## config.mk

```make
export PLATFORM = sky130hd
export DESIGN_NAME = lenet_layer_sched_flat
export DESIGN_NICKNAME = d
export VERILOG_FILES = /design/src/rtl/lenet_pkg.sv /design/src/rtl/lenet_layer_sched_if.sv /design/src/rtl/bram_port_mux.sv /design/src/rtl/lenet_layer_sched.sv /design/src/flat_wrapper.sv
export SDC_FILE = /design/constraint.sdc
export NUM_CORES = 1
export LEC_CHECK = 0
export CAP_MARGIN = 0
export CORE_ASPECT_RATIO = 1.5
export CORE_MARGIN = 2
export CORE_UTILIZATION = 30
export DETAILED_ROUTE_END_ITERATION = 12
export SLEW_MARGIN = 5
export SYNTH_ARGS = -nofsm -noshare
export SYNTH_HDL_FRONTEND = slang
export SYNTH_SLANG_ARGS = --single-unit
```

## constraint.sdc

```tcl
create_clock -name clk -period 10.1 [get_ports clk]
set_clock_uncertainty 0.2 [all_clocks]
set_input_delay 2.525 -clock clk [delete_from_list [all_inputs] [get_ports clk]]
set_output_delay 2.525 -clock clk [all_outputs]
set_load 0.05 [all_outputs]
```

## src/rtl/lenet_pkg.sv

```systemverilog
// Shared constants for the LeNet layer sequencer: layer indices, bus widths and
// the one-hot scheduler state encoding.
package lenet_pkg;

  localparam int LENET_N_LAYERS = 6;
  localparam int DATA_SIZE      = 8;
  localparam int LENET_ADDR_W   = 15;

  localparam int L_CONV1 = 0;
  localparam int L_POOL1 = 1;
  localparam int L_CONV2 = 2;
  localparam int L_POOL2 = 3;
  localparam int L_FC1   = 4;
  localparam int L_FC2   = 5;

  // Per-layer watchdog width; wide enough for the 2**20 default limit.
  localparam int WD_W = 21;

  typedef enum logic [5:0] {
    S_IDLE = 6'b000001,
    S_SEEK = 6'b000010,
    S_RUN  = 6'b000100,
    S_GAP  = 6'b001000,
    S_DONE = 6'b010000,
    S_ERR  = 6'b100000
  } sched_state_e;

  function automatic int idx_width(input int n);
    return (n > 1) ? $clog2(n) : 1;
  endfunction

endpackage

```

## src/rtl/lenet_layer_sched_if.sv

```systemverilog
// Engine-side bundle of the layer sequencer: en/finish handshakes, per-engine
// BRAM requests and the shared result BRAM port A.
interface lenet_layer_sched_if #(
  parameter int N_LAYERS = 6,
  parameter int DATA_W   = 8,
  parameter int ADDR_W   = 15
);
  logic [N_LAYERS-1:0]             layer_en;
  logic [N_LAYERS-1:0]             layer_finish;
  logic [N_LAYERS-1:0]             lyr_ena;
  logic [N_LAYERS-1:0]             lyr_wea;
  logic [N_LAYERS-1:0][ADDR_W-1:0] lyr_addra;
  logic [N_LAYERS-1:0][DATA_W-1:0] lyr_dina;
  logic                            bram_ena;
  logic                            bram_wea;
  logic [ADDR_W-1:0]               bram_addra;
  logic [DATA_W-1:0]               bram_dina;

  modport master (
    output layer_en, bram_ena, bram_wea, bram_addra, bram_dina,
    input  layer_finish, lyr_ena, lyr_wea, lyr_addra, lyr_dina
  );

  modport slave (
    input  layer_en, bram_ena, bram_wea, bram_addra, bram_dina,
    output layer_finish, lyr_ena, lyr_wea, lyr_addra, lyr_dina
  );
endinterface

```

## src/rtl/bram_port_mux.sv

```systemverilog
// N-way selector from per-engine BRAM requests onto one BRAM port; force_idle
// parks the port with every field at zero.
module bram_port_mux
  import lenet_pkg::*;
#(
  parameter int  N      = 6,
  parameter int  DATA_W = 8,
  parameter int  ADDR_W = 15,
  localparam int SEL_W  = idx_width(N)
) (
  input  logic                     force_idle,
  input  logic [SEL_W-1:0]         sel,
  input  logic [N-1:0]             in_ena,
  input  logic [N-1:0]             in_wea,
  input  logic [N-1:0][ADDR_W-1:0] in_addra,
  input  logic [N-1:0][DATA_W-1:0] in_dina,
  output logic                     out_ena,
  output logic                     out_wea,
  output logic [ADDR_W-1:0]        out_addra,
  output logic [DATA_W-1:0]        out_dina
);

  always_comb begin
    out_ena   = 1'b0;
    out_wea   = 1'b0;
    out_addra = '0;
    out_dina  = '0;
    if (!force_idle && (int'(sel) < N)) begin
      out_ena   = in_ena[sel];
      out_wea   = in_wea[sel];
      out_addra = in_addra[sel];
      out_dina  = in_dina[sel];
    end
  end

endmodule

```

## src/rtl/lenet_layer_sched.sv

```systemverilog
// LeNet layer sequencer: runs each non-skipped layer engine in turn, hands it
// the result BRAM port while it runs, and traps engines that never finish.
module lenet_layer_sched
  import lenet_pkg::*;
#(
  parameter int  N_LAYERS   = LENET_N_LAYERS,
  parameter int  DATA_W     = DATA_SIZE,
  parameter int  ADDR_W     = LENET_ADDR_W,
  parameter int  GAP_CYCLES = 2,
  parameter int  TIMEOUT    = 2**20,
  localparam int IDX_W      = idx_width(N_LAYERS)
) (
  input  logic                clk,
  input  logic                rst,
  input  logic                start,
  input  logic                abort,
  input  logic [N_LAYERS-1:0] skip_mask,
  lenet_layer_sched_if.master bus,
  output logic [IDX_W-1:0]    cur_layer,
  output logic                busy,
  output logic                done,
  output logic                error
);

  // idx needs one extra code so SEEK can see "past the last layer".
  localparam int SEEK_W = $clog2(N_LAYERS + 1);
  localparam int GAP_W  = idx_width(GAP_CYCLES);

  localparam logic [SEEK_W-1:0] IDX_END  = SEEK_W'(N_LAYERS);
  localparam logic [GAP_W-1:0]  GAP_LAST = GAP_W'(GAP_CYCLES - 1);
  localparam logic [WD_W-1:0]   WD_LIM   = WD_W'(TIMEOUT - 1);

  sched_state_e        state_q, state_d;
  logic [SEEK_W-1:0]   idx_q, idx_d;
  logic [GAP_W-1:0]    gap_q, gap_d;
  logic [WD_W-1:0]     wd_q, wd_d;
  logic [N_LAYERS-1:0] en_q, en_d;
  logic [N_LAYERS-1:0] skip_q, skip_d;
  logic [IDX_W-1:0]    cur_q, cur_d;
  logic                err_q, err_d;

  logic [IDX_W-1:0]    idx_lo;
  logic                mux_idle;

  assign idx_lo = idx_q[IDX_W-1:0];

  always_comb begin
    state_d = state_q;
    idx_d   = idx_q;
    gap_d   = gap_q;
    wd_d    = wd_q;
    en_d    = en_q;
    skip_d  = skip_q;
    cur_d   = cur_q;
    err_d   = err_q;
    if (abort) begin
      state_d = S_IDLE;
      en_d    = '0;
      err_d   = 1'b0;
    end else begin
      unique case (state_q)
        S_IDLE: begin
          if (start) begin
            skip_d  = skip_mask;
            idx_d   = '0;
            state_d = S_SEEK;
          end
        end
        S_SEEK: begin
          if (idx_q >= IDX_END) begin
            state_d = S_DONE;
          end else if (skip_q[idx_lo]) begin
            idx_d = idx_q + 1'b1;
          end else begin
            en_d         = '0;
            en_d[idx_lo] = 1'b1;
            wd_d         = '0;
            cur_d        = idx_lo;
            state_d      = S_RUN;
          end
        end
        S_RUN: begin
          // Finish beats a timeout landing on the same cycle.
          if (bus.layer_finish[idx_lo]) begin
            en_d    = '0;
            gap_d   = '0;
            state_d = S_GAP;
          end else if ((TIMEOUT != 0) && (wd_q == WD_LIM)) begin
            en_d    = '0;
            err_d   = 1'b1;
            state_d = S_ERR;
          end else begin
            wd_d = wd_q + WD_W'(wd_q != '1);
          end
        end
        S_GAP: begin
          if (gap_q == GAP_LAST) begin
            idx_d   = idx_q + 1'b1;
            state_d = S_SEEK;
          end else begin
            gap_d = gap_q + 1'b1;
          end
        end
        S_DONE: state_d = S_IDLE;
        S_ERR:  state_d = S_ERR;
        default: begin
          state_d = S_IDLE;
          en_d    = '0;
        end
      endcase
    end
  end

  always_ff @(posedge clk) begin
    if (!rst) begin
      state_q <= S_IDLE;
      idx_q   <= '0;
      gap_q   <= '0;
      wd_q    <= '0;
      en_q    <= '0;
      skip_q  <= '0;
      cur_q   <= '0;
      err_q   <= 1'b0;
    end else begin
      state_q <= state_d;
      idx_q   <= idx_d;
      gap_q   <= gap_d;
      wd_q    <= wd_d;
      en_q    <= en_d;
      skip_q  <= skip_d;
      cur_q   <= cur_d;
      err_q   <= err_d;
    end
  end

  assign bus.layer_en = en_q;
  assign cur_layer    = cur_q;
  assign error        = err_q;
  assign busy         = (state_q == S_RUN) || (state_q == S_GAP);
  assign done         = (state_q == S_DONE);
  assign mux_idle     = (state_q != S_RUN);

  // Pass-through only while RUN so each engine keeps its own BRAM timing.
  bram_port_mux #(
    .N      (N_LAYERS),
    .DATA_W (DATA_W),
    .ADDR_W (ADDR_W)
  ) u_bram_mux (
    .force_idle (mux_idle),
    .sel        (idx_lo),
    .in_ena     (bus.lyr_ena),
    .in_wea     (bus.lyr_wea),
    .in_addra   (bus.lyr_addra),
    .in_dina    (bus.lyr_dina),
    .out_ena    (bus.bram_ena),
    .out_wea    (bus.bram_wea),
    .out_addra  (bus.bram_addra),
    .out_dina   (bus.bram_dina)
  );

endmodule
```

## src/flat_wrapper.sv

```systemverilog
// flat-port wrapper written by rule: the top's interface ports become plain ports
module lenet_layer_sched_flat import lenet_pkg::*;
#(
  parameter int  N_LAYERS   = LENET_N_LAYERS,
  parameter int  DATA_W     = DATA_SIZE,
  parameter int  ADDR_W     = LENET_ADDR_W,
  parameter int  GAP_CYCLES = 2,
  parameter int  TIMEOUT    = 2**20,
  localparam int IDX_W      = idx_width(N_LAYERS)
)
  (clk, rst, start, abort, skip_mask, cur_layer, busy, done, error, bus_layer_en, bus_bram_ena, bus_bram_wea, bus_bram_addra, bus_bram_dina, bus_layer_finish, bus_lyr_ena, bus_lyr_wea, bus_lyr_addra, bus_lyr_dina);
  lenet_layer_sched_if #(.N_LAYERS(N_LAYERS), .DATA_W(DATA_W), .ADDR_W(ADDR_W)) bus_i ();
  input  logic clk;
  input  logic rst;
  input  logic start;
  input  logic abort;
  input  logic [N_LAYERS-1:0] skip_mask;
  output logic [IDX_W-1:0] cur_layer;
  output logic busy;
  output logic done;
  output logic error;
  output wire logic [$bits(bus_i.layer_en)-1:0] bus_layer_en;
  output wire logic [$bits(bus_i.bram_ena)-1:0] bus_bram_ena;
  output wire logic [$bits(bus_i.bram_wea)-1:0] bus_bram_wea;
  output wire logic [$bits(bus_i.bram_addra)-1:0] bus_bram_addra;
  output wire logic [$bits(bus_i.bram_dina)-1:0] bus_bram_dina;
  input wire logic [$bits(bus_i.layer_finish)-1:0] bus_layer_finish;
  input wire logic [$bits(bus_i.lyr_ena)-1:0] bus_lyr_ena;
  input wire logic [$bits(bus_i.lyr_wea)-1:0] bus_lyr_wea;
  input wire logic [$bits(bus_i.lyr_addra)-1:0] bus_lyr_addra;
  input wire logic [$bits(bus_i.lyr_dina)-1:0] bus_lyr_dina;
  assign bus_layer_en = bus_i.layer_en;
  assign bus_bram_ena = bus_i.bram_ena;
  assign bus_bram_wea = bus_i.bram_wea;
  assign bus_bram_addra = bus_i.bram_addra;
  assign bus_bram_dina = bus_i.bram_dina;
  assign bus_i.layer_finish = bus_layer_finish;
  assign bus_i.lyr_ena = bus_lyr_ena;
  assign bus_i.lyr_wea = bus_lyr_wea;
  assign bus_i.lyr_addra = bus_lyr_addra;
  assign bus_i.lyr_dina = bus_lyr_dina;
  lenet_layer_sched #(.N_LAYERS(N_LAYERS), .DATA_W(DATA_W), .ADDR_W(ADDR_W), .GAP_CYCLES(GAP_CYCLES), .TIMEOUT(TIMEOUT)) u_core (.clk(clk), .rst(rst), .start(start), .abort(abort), .skip_mask(skip_mask), .bus(bus_i), .cur_layer(cur_layer), .busy(busy), .done(done), .error(error));
endmodule
```

Word-level counts from Yosys, hierarchy flattened:

Cells that the tools add are included.

* RAM bits: 0
* bits in latches: 0
* memories kept: 0
* memory bits (read-only): 0
* bits in registers: 47

* reduce and logical (&&, ||, !) cells: 17
* divide/modulo/power cells: 0
* bitwise gates (word level): 6
* eq/ne operators: 19
* muxes and demuxes: 43
* add/sub/neg operators: 3
* $mul: 0
* order comparisons: 4
* shifts and indexed selects: 0

Operator list (count)
* $mux W21: 4
* $mux W6: 10
* $bmux W15 S3: 1
* $pmux W21 S2: 1
* $mux W15: 2
* $pmux W6 S5: 1
* $bmux W8 S3: 1
* $add A21 B1 Y21: 1
* $eq A21 B20 Y1 const B: 1
* $ne A21 B21 Y1 const B: 1
* $pmux W6 S3: 1
* $mux W8: 2
* $bmux W1 S3: 4
* $mux W3: 4
* $reduce_and A4 Y1: 3
* $reduce_and A6 Y1: 2
* $ne A2 B2 Y1 const B: 5
* $mux W1: 9
* $pmux W3 S3: 1
* $reduce_and A3 Y1: 3
* $eq A6 B1 Y1 const B: 1
* $eq A6 B2 Y1 const B: 1
* $eq A6 B3 Y1 const B: 1
* $eq A6 B4 Y1 const B: 1
* other kinds (22): 31

Logic depth before layout (Yosys ltp):

Gate-level depths: netlist (run 1).

* depth in word-level cells: 7
* depth in mapped cells: 14
* gate-level depth less buffers: 11

Hierarchy:

A second synthesis (run 1) with hierarchy kept.

* cell total of the unflattened synthesis: 461
* area, all modules: 4030.1 sq um

By module, submodules not included
* lenet_layer_sched: area an instance 2461.1 sq um, sequential area each 940.9 sq um, times used 1, cells an instance 288
* bram_port_mux: area an instance 1569.0 sq um, sequential area each 0.0 sq um, times used 1, cells an instance 173

Worst setup path before layout (run 1):

OpenSTA, ideal clock, no wires.

* path kind: input to output
* start: in bus_lyr_addra[59]
* end: out bus_bram_addra[14]
* arrival: 5.243 ns
* setup slack: 2.132 ns
* cell stages on the path: 4
* cells stage by stage: mux2i_1 > a21oi_1 > nor2_1 > a2111oi_0

* longest elaborated chain between the ends: 3

RTL lines
* from (decl): line flat_wrapper.sv:30 `input wire logic [$bits(bus_i.lyr_addra)-1:0] bus_lyr_addra;`
* $bmux W15 S3: line bram_port_mux.sv:31 `out_addra = in_addra[sel];`
* $mux W15 (implied by the code): line bram_port_mux.sv:31
* $mux W15: line bram_port_mux.sv:28 `if (!force_idle && (int'(sel) < N)) begin`
* to (decl): line flat_wrapper.sv:25 `output wire logic [$bits(bus_i.bram_addra)-1:0] bus_bram_addra;`

Every way passes these cells. The select of a mux whose other input is x is not followed.

Final worst setup path (run 1):

* start: in bus_lyr_dina[1]
* end: out bus_bram_dina[1]

* longest elaborated chain between the ends: 3

RTL lines
* from (decl): line flat_wrapper.sv:31 `input wire logic [$bits(bus_i.lyr_dina)-1:0] bus_lyr_dina;`
* $bmux W8 S3: line bram_port_mux.sv:32 `out_dina = in_dina[sel];`
* $mux W8 (implied by the code): line bram_port_mux.sv:32
* $mux W8: line bram_port_mux.sv:28
* to (decl): line flat_wrapper.sv:26 `output wire logic [$bits(bus_i.bram_dina)-1:0] bus_bram_dina;`

Every way passes these cells. The select of a mux whose other input is x is not followed.

==> flow_summary.toml, run 1 <==
[hold_path]
hold_path.class = "flop to flop"
min_from = "u_core.bus.layer_en[2]$_SDFFE_PP0P_"
hold_path_depth = 2
hold_end = "u_core.bus.layer_en[2]$_SDFFE_PP0P_"

[global_routing]
grt_pass1_wl_mm = 25.3
grt_use_total = 0.241
antenna_found_initial = 2
grt_max_degree = 56
grt_overflow = 0
grt_pass1_vias = 4823

[cells_and_area]
multiInputGateArea_um2 = 2670
seq_area_um2 = 943
drive_above_1_share = 0.0514
fin_nets = 851
nFillCells = 1207
syn_to_final_growth_pct = 58.1
fin_area_um2 = 6060

[synth]
synth_area_leader_cell = "dfxtp_1"
synth_edf_count = 0
yosysSeqAreaShare = 0.246
synth-seq-cells = 47
synth.most_common_cell = "nor2_1"
synth_top_area_share = 0.246
ys_async_sr_fraction = 0
yosysWarnings = 0
ys_types = 54
synth_area_um2 = 3830
postSynthCellCount = 514
synth_nets = 684
ys_top_cells_by_count = "nor2_1 (66), dfxtp_1 (47), a21oi_1 (36)"
yosys-top-cells-area = "dfxtp_1 (25%), nor2_1 (6.5%), mux2i_1 (6.3%)"
avgSynthCellArea_um2 = 7.46
yosys_most_used_dff = "dfxtp_1"

[clock_tree]
cts_buffer_depth = 2
cts_htree_levels = 2
cts_root_buf = "clkbuf_16"
cts.sinks = 47
cts.reportedPaths.clkPinSlew_ns = 0.07
postCtsSetupBuffers = 0
insertion_delay_ns = 0.29
cts_tree = "yes"
hold_buffers = 0
post_cts_resized = 0
cts_buffers = 5

[setup_path]
r2r_start = "u_core.idx_lo[0]$_SDFFE_PN0P_"
critical_path_class = "input port to primary output"
r2r_cells = 9
cp_data_required_time_ns = 7.38
worst-path-max-fanout = 1
timing.rr.end = "u_core.wd_q[20]$_SDFFE_PN0P_"
cp.arrival_ns = 4.68
critical_path.startpoint_type = "input port"
cp-end-kind = "primary output"
rrSetupSlack_ns = 5.74

[drt]
dr.pass1.iters = 5
ant_nets = 0
totalWireLength_mm = 17.0
top_layer = "met4"
vias = 4817
viasPerCell = 5.74
drt_iter0_markers = 264
route.met2.wl_mm = 8.68
wl_met1_mm = 6.40
wire_per_inst_um = 20.2
met3_length_mm = 1.36
drc = 0

[die]
start_util = 0.308
die_area_um2 = 13700
num_rows = 50
io_pins = 203
die_w_um = 96.3
fp.dieH_um = 142
core_um2 = 12400

[power]
switching_share = 0.231
sequentialPowerShare = 0.391
pwr-share-comb = 0.219
netSwitchingPower_mw = 0.112
cellPowerDensity_nw_per_um2 = 80.0
vdd_drop_max_v = 0.0000619
p_int_mw = 0.373
power.leakage_nw = 2.00
clkPwrFrac = 0.390

[sta]
hold_viol = 0
finalSetupViolations = 0
period_needed_ns = 7.40
slew_violations = 0
relSlewSlack = 0.206
worstMarginPinSlew_ns = 1.19
fmax_ghz = 0.135
finalSetupTns_ns = 0
rsz0062_at_grt = "false"
fin_crit_sh = 0.733

[placed_design]
placed_area_um2 = 5890
place.gp.congestion = 0.888
place_hpwl_mm = 13.2
port_buffers = 202

[job]
drv_cap = 0

[run_status]
status = "finished, final reports clean"
==> layout make-up <==
class / instances / share of cell area
Antenna cell: 2 / 0.000826
Multi-Input combinational cell: 413 / 0.441
Sequential cell: 47 / 0.156
Tap cell: 156 / 0.0322
Timing Repair Buffer: 206 / 0.339
Inverter: 8 / 0.00496
Clock inverter: 2 / 0.00620
Clock buffer: 5 / 0.0207
==> worst max-delay path by stage <==
stage / start / to / cells after the start / slack [ns]
3_3_place_gp: bus_lyr_dina[1] / bus_bram_dina[1] / 6 / 2.74
3_5_place_dp: bus_lyr_dina[1] / bus_bram_dina[1] / 6 / 2.71
4_1_cts: bus_lyr_dina[1] / bus_bram_dina[1] / 6 / 2.66
5_1_grt: bus_lyr_dina[1] / bus_bram_dina[1] / 6 / 2.49
2_1_floorplan: bus_lyr_addra[59] / bus_bram_addra[14] / 4 / 2.13
6_report: bus_lyr_dina[1] / bus_bram_dina[1] / 6 / 2.70
==> cells in the final DEF (no fill, tap or decap), types with 2 or more instances in the layout <==
cell / synthesis / routed
nor3_1: 10 / 10
o211ai_1: 11 / 11
dfxtp_1: 47 / 45
dfxtp_2: 0 / 2
buf_4: 0 / 4
o22ai_1: 35 / 35
nand2_1: 34 / 34
and4_1: 3 / 3
o21a_1: 16 / 16
a221oi_1: 11 / 11
nand4b_1: 5 / 5
clkdlybuf4s50_1: 0 / 202
or3_1: 6 / 6
mux2_2: 14 / 14
or4_1: 20 / 20
a31oi_1: 3 / 3
and3_1: 4 / 4
nor3b_1: 3 / 3
nand4_1: 8 / 8
nor4_1: 2 / 2
inv_1: 7 / 7
ha_1: 4 / 4
clkbuf_16: 0 / 5
diode_2: 0 / 2
mux2i_1: 24 / 24
nand2b_1: 7 / 7
o41ai_1: 6 / 6
o31ai_1: 8 / 8
a21oi_1: 36 / 36
a2111oi_0: 13 / 13
nand3_1: 20 / 20
o21ai_0: 18 / 18
nor4bb_1: 2 / 2
nor2_1: 66 / 66
nor2b_1: 5 / 5
==> metrics by stage <==
| stage | total power [mW] | util | hold slack, ns | cells | setup slack (ns) |
|---|---|---|---|---|---|
| final | 0.485 | 0.487 | 0.280 | 839 | 2.70 |
| after detailed placement | 0.299 | 0.473 | 0.271 | 830 | 2.71 |
| after CTS | 0.488 | 0.486 | 0.285 | 837 | 2.66 |
| after global placement | 0.298 | 0.473 | 0.262 | 830 | 2.74 |
| after floorplan | 0.226 | - | 0.258 | 514 | 2.13 |
| after global routing | 0.502 | 0.487 | 0.302 | 839 | 2.49 |
==> kinds of logic (layout without fill, tap and decap cells) <==
kind of cell / after synthesis / after routing / share of synthesized area
AND/OR/NAND/NOR: 202 / 202 / 0.278
AO/OA/AOI/OAI: 167 / 167 / 0.291
buffers and inverters: 54 / 221 / 0.0588
flip-flops: 47 / 47 / 0.246
multiplexers: 40 / 40 / 0.114
adder cells (fa/ha/maj): 4 / 4 / 0.0131
other: 0 / 2 / 0
==> power groups by stage <==
stage	clock network, mW	registers [mW]	logic [mW]
after floorplan	0	0.192	0.0333
after global placement	0	0.194	0.105
after detailed placement	0	0.194	0.106
after CTS	0.192	0.189	0.107
after global routing	0.199	0.190	0.113
final	0.189	0.189	0.106
==> sequential cells by signal, indices dropped and copies added, names as in the netlist <==
name / cells
u_core.wd_q: 21
u_core.bus.layer_en: 6
u_core.skip_q: 6
u_core.state_q: 6
u_core.cur_layer: 3
u_core.idx_lo: 3
u_core.error: 1
u_core.gap_q: 1
==> routing by layer <==
layer,GRT usage,vias to the layer above
li1,-,2326
met1,0.254,2265
met2,0.438,196
met3,0.0657,30
met4,0.0992,0
met5,0,-
==> worst max-delay path: stages <==
cell	delay (ns)
clkdlybuf4s50_1	0.51
mux2i_1	0.09
nand2_1	0.09
a21oi_1	0.07
a2111oi_0	0.45
clkdlybuf4s50_1	0.93
Power figures use the tool's default switching activity.
==> run 2, diff against run 1 <==
- clock period: 10.1 -> 7.5 ns (I/O delays scaled with it)
==> run 2 against run 1 <==
Net effect:
- global-route usage rose by 0.53 points
- wire length grew 0.21%
- largest cell class unchanged
- non-clock buffer count is the same
- register-to-register slack got worse by 2.6 ns
- utilization increased by 0.12 points
- first-iteration DRC count increased by 8.7%
- sequential share of layout area barely moved
- highest routed layer is now met5
- cell count increased by 0.12%
- flip-flop and latch count did not move
- critical path depth did not move
- critical endpoint is now bus_bram_dina[4]
- sequential power grew 35%
- worst setup slack worse by 1.3 ns
==> flow_summary.toml, run 2 (synthesized netlist as in run 1, its figures left out) <==
[global_routing]
grt_max_degree = 56
antenna_found_initial = 3
grt_overflow = 0
grt_use_total = 0.246
use_met3 = 0.0704
gr-usage-met2 = 0.445
grt_pass1_vias = 4879
grt_use_met1 = 0.261
grt_busiest_layer = "met2"
grt_pass1_wl_mm = 25.8

[power]
netSwitchingPower_mw = 0.154
cellPowerDensity_nw_per_um2 = 110
clkPwrFrac = 0.404
pwr-share-comb = 0.215
p_int_mw = 0.514
switching_share = 0.230
sequentialPowerShare = 0.382
power.leakage_nw = 2.02
p_total_mw = 0.668
vdd_drop_max_v = 0.0000726

[setup_path]
r2r_start = "u_core.idx_lo[0]$_SDFFE_PN0P_"
crit_path_frequent_cell = "clkdlybuf4s50_1"
cp_slowest_stage_delay_ns = 0.91
crit_chain = "clkdlybuf4s50_1 -> mux2i_1 -> a21oi_1 -> nor2_1 -> a2111oi_0 -> clkdlybuf4s50_1"
cp-end-kind = "primary output"
critical_path.startpoint_type = "input port"
crit_buf_inv = 2
critPathSlowestCell = "clkdlybuf4s50_1"
critical_path_class = "input port to primary output"
timing.rr.end = "u_core.wd_q[20]$_SDFFE_PN0P_"
critical-path-top-delay-family = "buffers and inverters"
cp_data_required_time_ns = 5.43
worst-path-max-fanout = 1
cp.arrival_ns = 4.00
r2r_cells = 9
rrSetupSlack_ns = 3.19

[die]
io_pins = 203
die_area_um2 = 13700
fp.dieH_um = 142
die_w_um = 96.3
start_util = 0.308
num_rows = 50
core_um2 = 12400

[clock_tree]
post_cts_resized = 0
cts_buffers = 5
cts_root_buf = "clkbuf_16"
insertion_delay_ns = 0.30
cts_htree_levels = 2
cts_tree = "yes"
cts_buffer_depth = 2
postCtsSetupBuffers = 0
cts.sinks = 47
cts.reportedPaths.clkPinSlew_ns = 0.07
hold_buffers = 0

[placed_design]
place_hpwl_mm = 13.2
place.gp.congestion = 0.888
placed_area_um2 = 5890
port_buffers = 202

[sta]
rsz0062_at_grt = "false"
relSlewSlack = 0.217
finalSetupViolations = 0
worstMarginPinSlew_ns = 1.17
slew_violations = 0
hold_viol = 0
fmax_ghz = 0.165
period_needed_ns = 6.08
fin_crit_sh = 0.810
finalSetupTns_ns = 0

[job]
drv_cap = 0

[drt]
wire_per_inst_um = 20.3
drt_iter0_markers = 287
drc = 0
totalWireLength_mm = 17.0
vias = 4801
ant_nets = 0
dr.pass1.iters = 4
viasPerCell = 5.72

[cells_and_area]
largest_reg_flops = 21
final_common_cell = "clkdlybuf4s50_1"
mostFrequentLayoutCells = "clkdlybuf4s50_1 (202), nor2_1 (66), dfxtp_1 (45), a21oi_1 (36), o22ai_1 (35)"
fin_nets = 851
syn_to_final_growth_pct = 58.5
drive_above_1_share = 0.0528
fin_area_um2 = 6070
top_register = "u_core.wd_q"

[hold_path]
hold_path.class = "flop to flop"
min_from = "u_core.bus.layer_en[2]$_SDFFE_PP0P_"
hold_end = "u_core.bus.layer_en[2]$_SDFFE_PP0P_"
hold_path_depth = 2

[run_status]
status = "finished, final reports clean"
## run 2: final cells by class
| type | count | area [um^2] |
|---|---|---|
| tap | 156 | 195 |
| clock buffer | 6 | 139 |
| fill | 1215 | 6380 |
| multi-input combinational | 413 | 2670 |
| sequential | 47 | 943 |
| inverter | 8 | 30.0 |
| clock inverter | 2 | 38.8 |
| timing repair buffer | 206 | 2050 |
| antenna | 2 | 5.00 |
## run 2: worst min-delay path: stages (launching register included)
cell and delay (ns):
dfxtp_1 0.33, nand2_1 0.06, a21oi_1 0.05
## run 2: through the flow
stage               hold WS, ns  worst slack, ns  utilization  cells
floorplan                 0.258            0.832            -    514
global placement          0.262             1.44        0.473    830
detailed placement        0.275             1.46        0.473    830
CTS                       0.289             1.43        0.487    838
global route              0.312             1.19        0.488    840
finish                    0.285             1.42        0.488    840
## run 2: how the worst max path moves through the flow
stage,end,from,cells past startpoint,slack (ns)
2_1_floorplan,bus_bram_dina[0],bus_lyr_dina[24],4,0.83
6_report,bus_bram_dina[4],bus_lyr_dina[28],6,1.42
5_1_grt,bus_bram_dina[4],bus_lyr_dina[28],6,1.19
4_1_cts,bus_bram_dina[4],bus_lyr_dina[28],6,1.43
3_3_place_gp,bus_bram_dina[1],bus_lyr_dina[1],6,1.44
3_5_place_dp,bus_bram_dina[1],bus_lyr_dina[1],6,1.46
## run 2: power by group through the flow
stage	clock network (mW)	registers (mW)	logic, mW
floorplan	0	0.259	0.0449
global placement	0	0.261	0.141
detailed placement	0	0.261	0.143
CTS	0.275	0.255	0.144
global route	0.285	0.255	0.153
finish	0.270	0.255	0.143
## run 2: metal layers
| metal | wire length (um) | up-vias |
|---|---|---|
| met5 | 12 | - |
| met3 | 1340 | 31 |
| met4 | 515 | 2 |
| met2 | 8740 | 191 |
| li1 | - | 2321 |
| met1 | 6400 | 2256 |
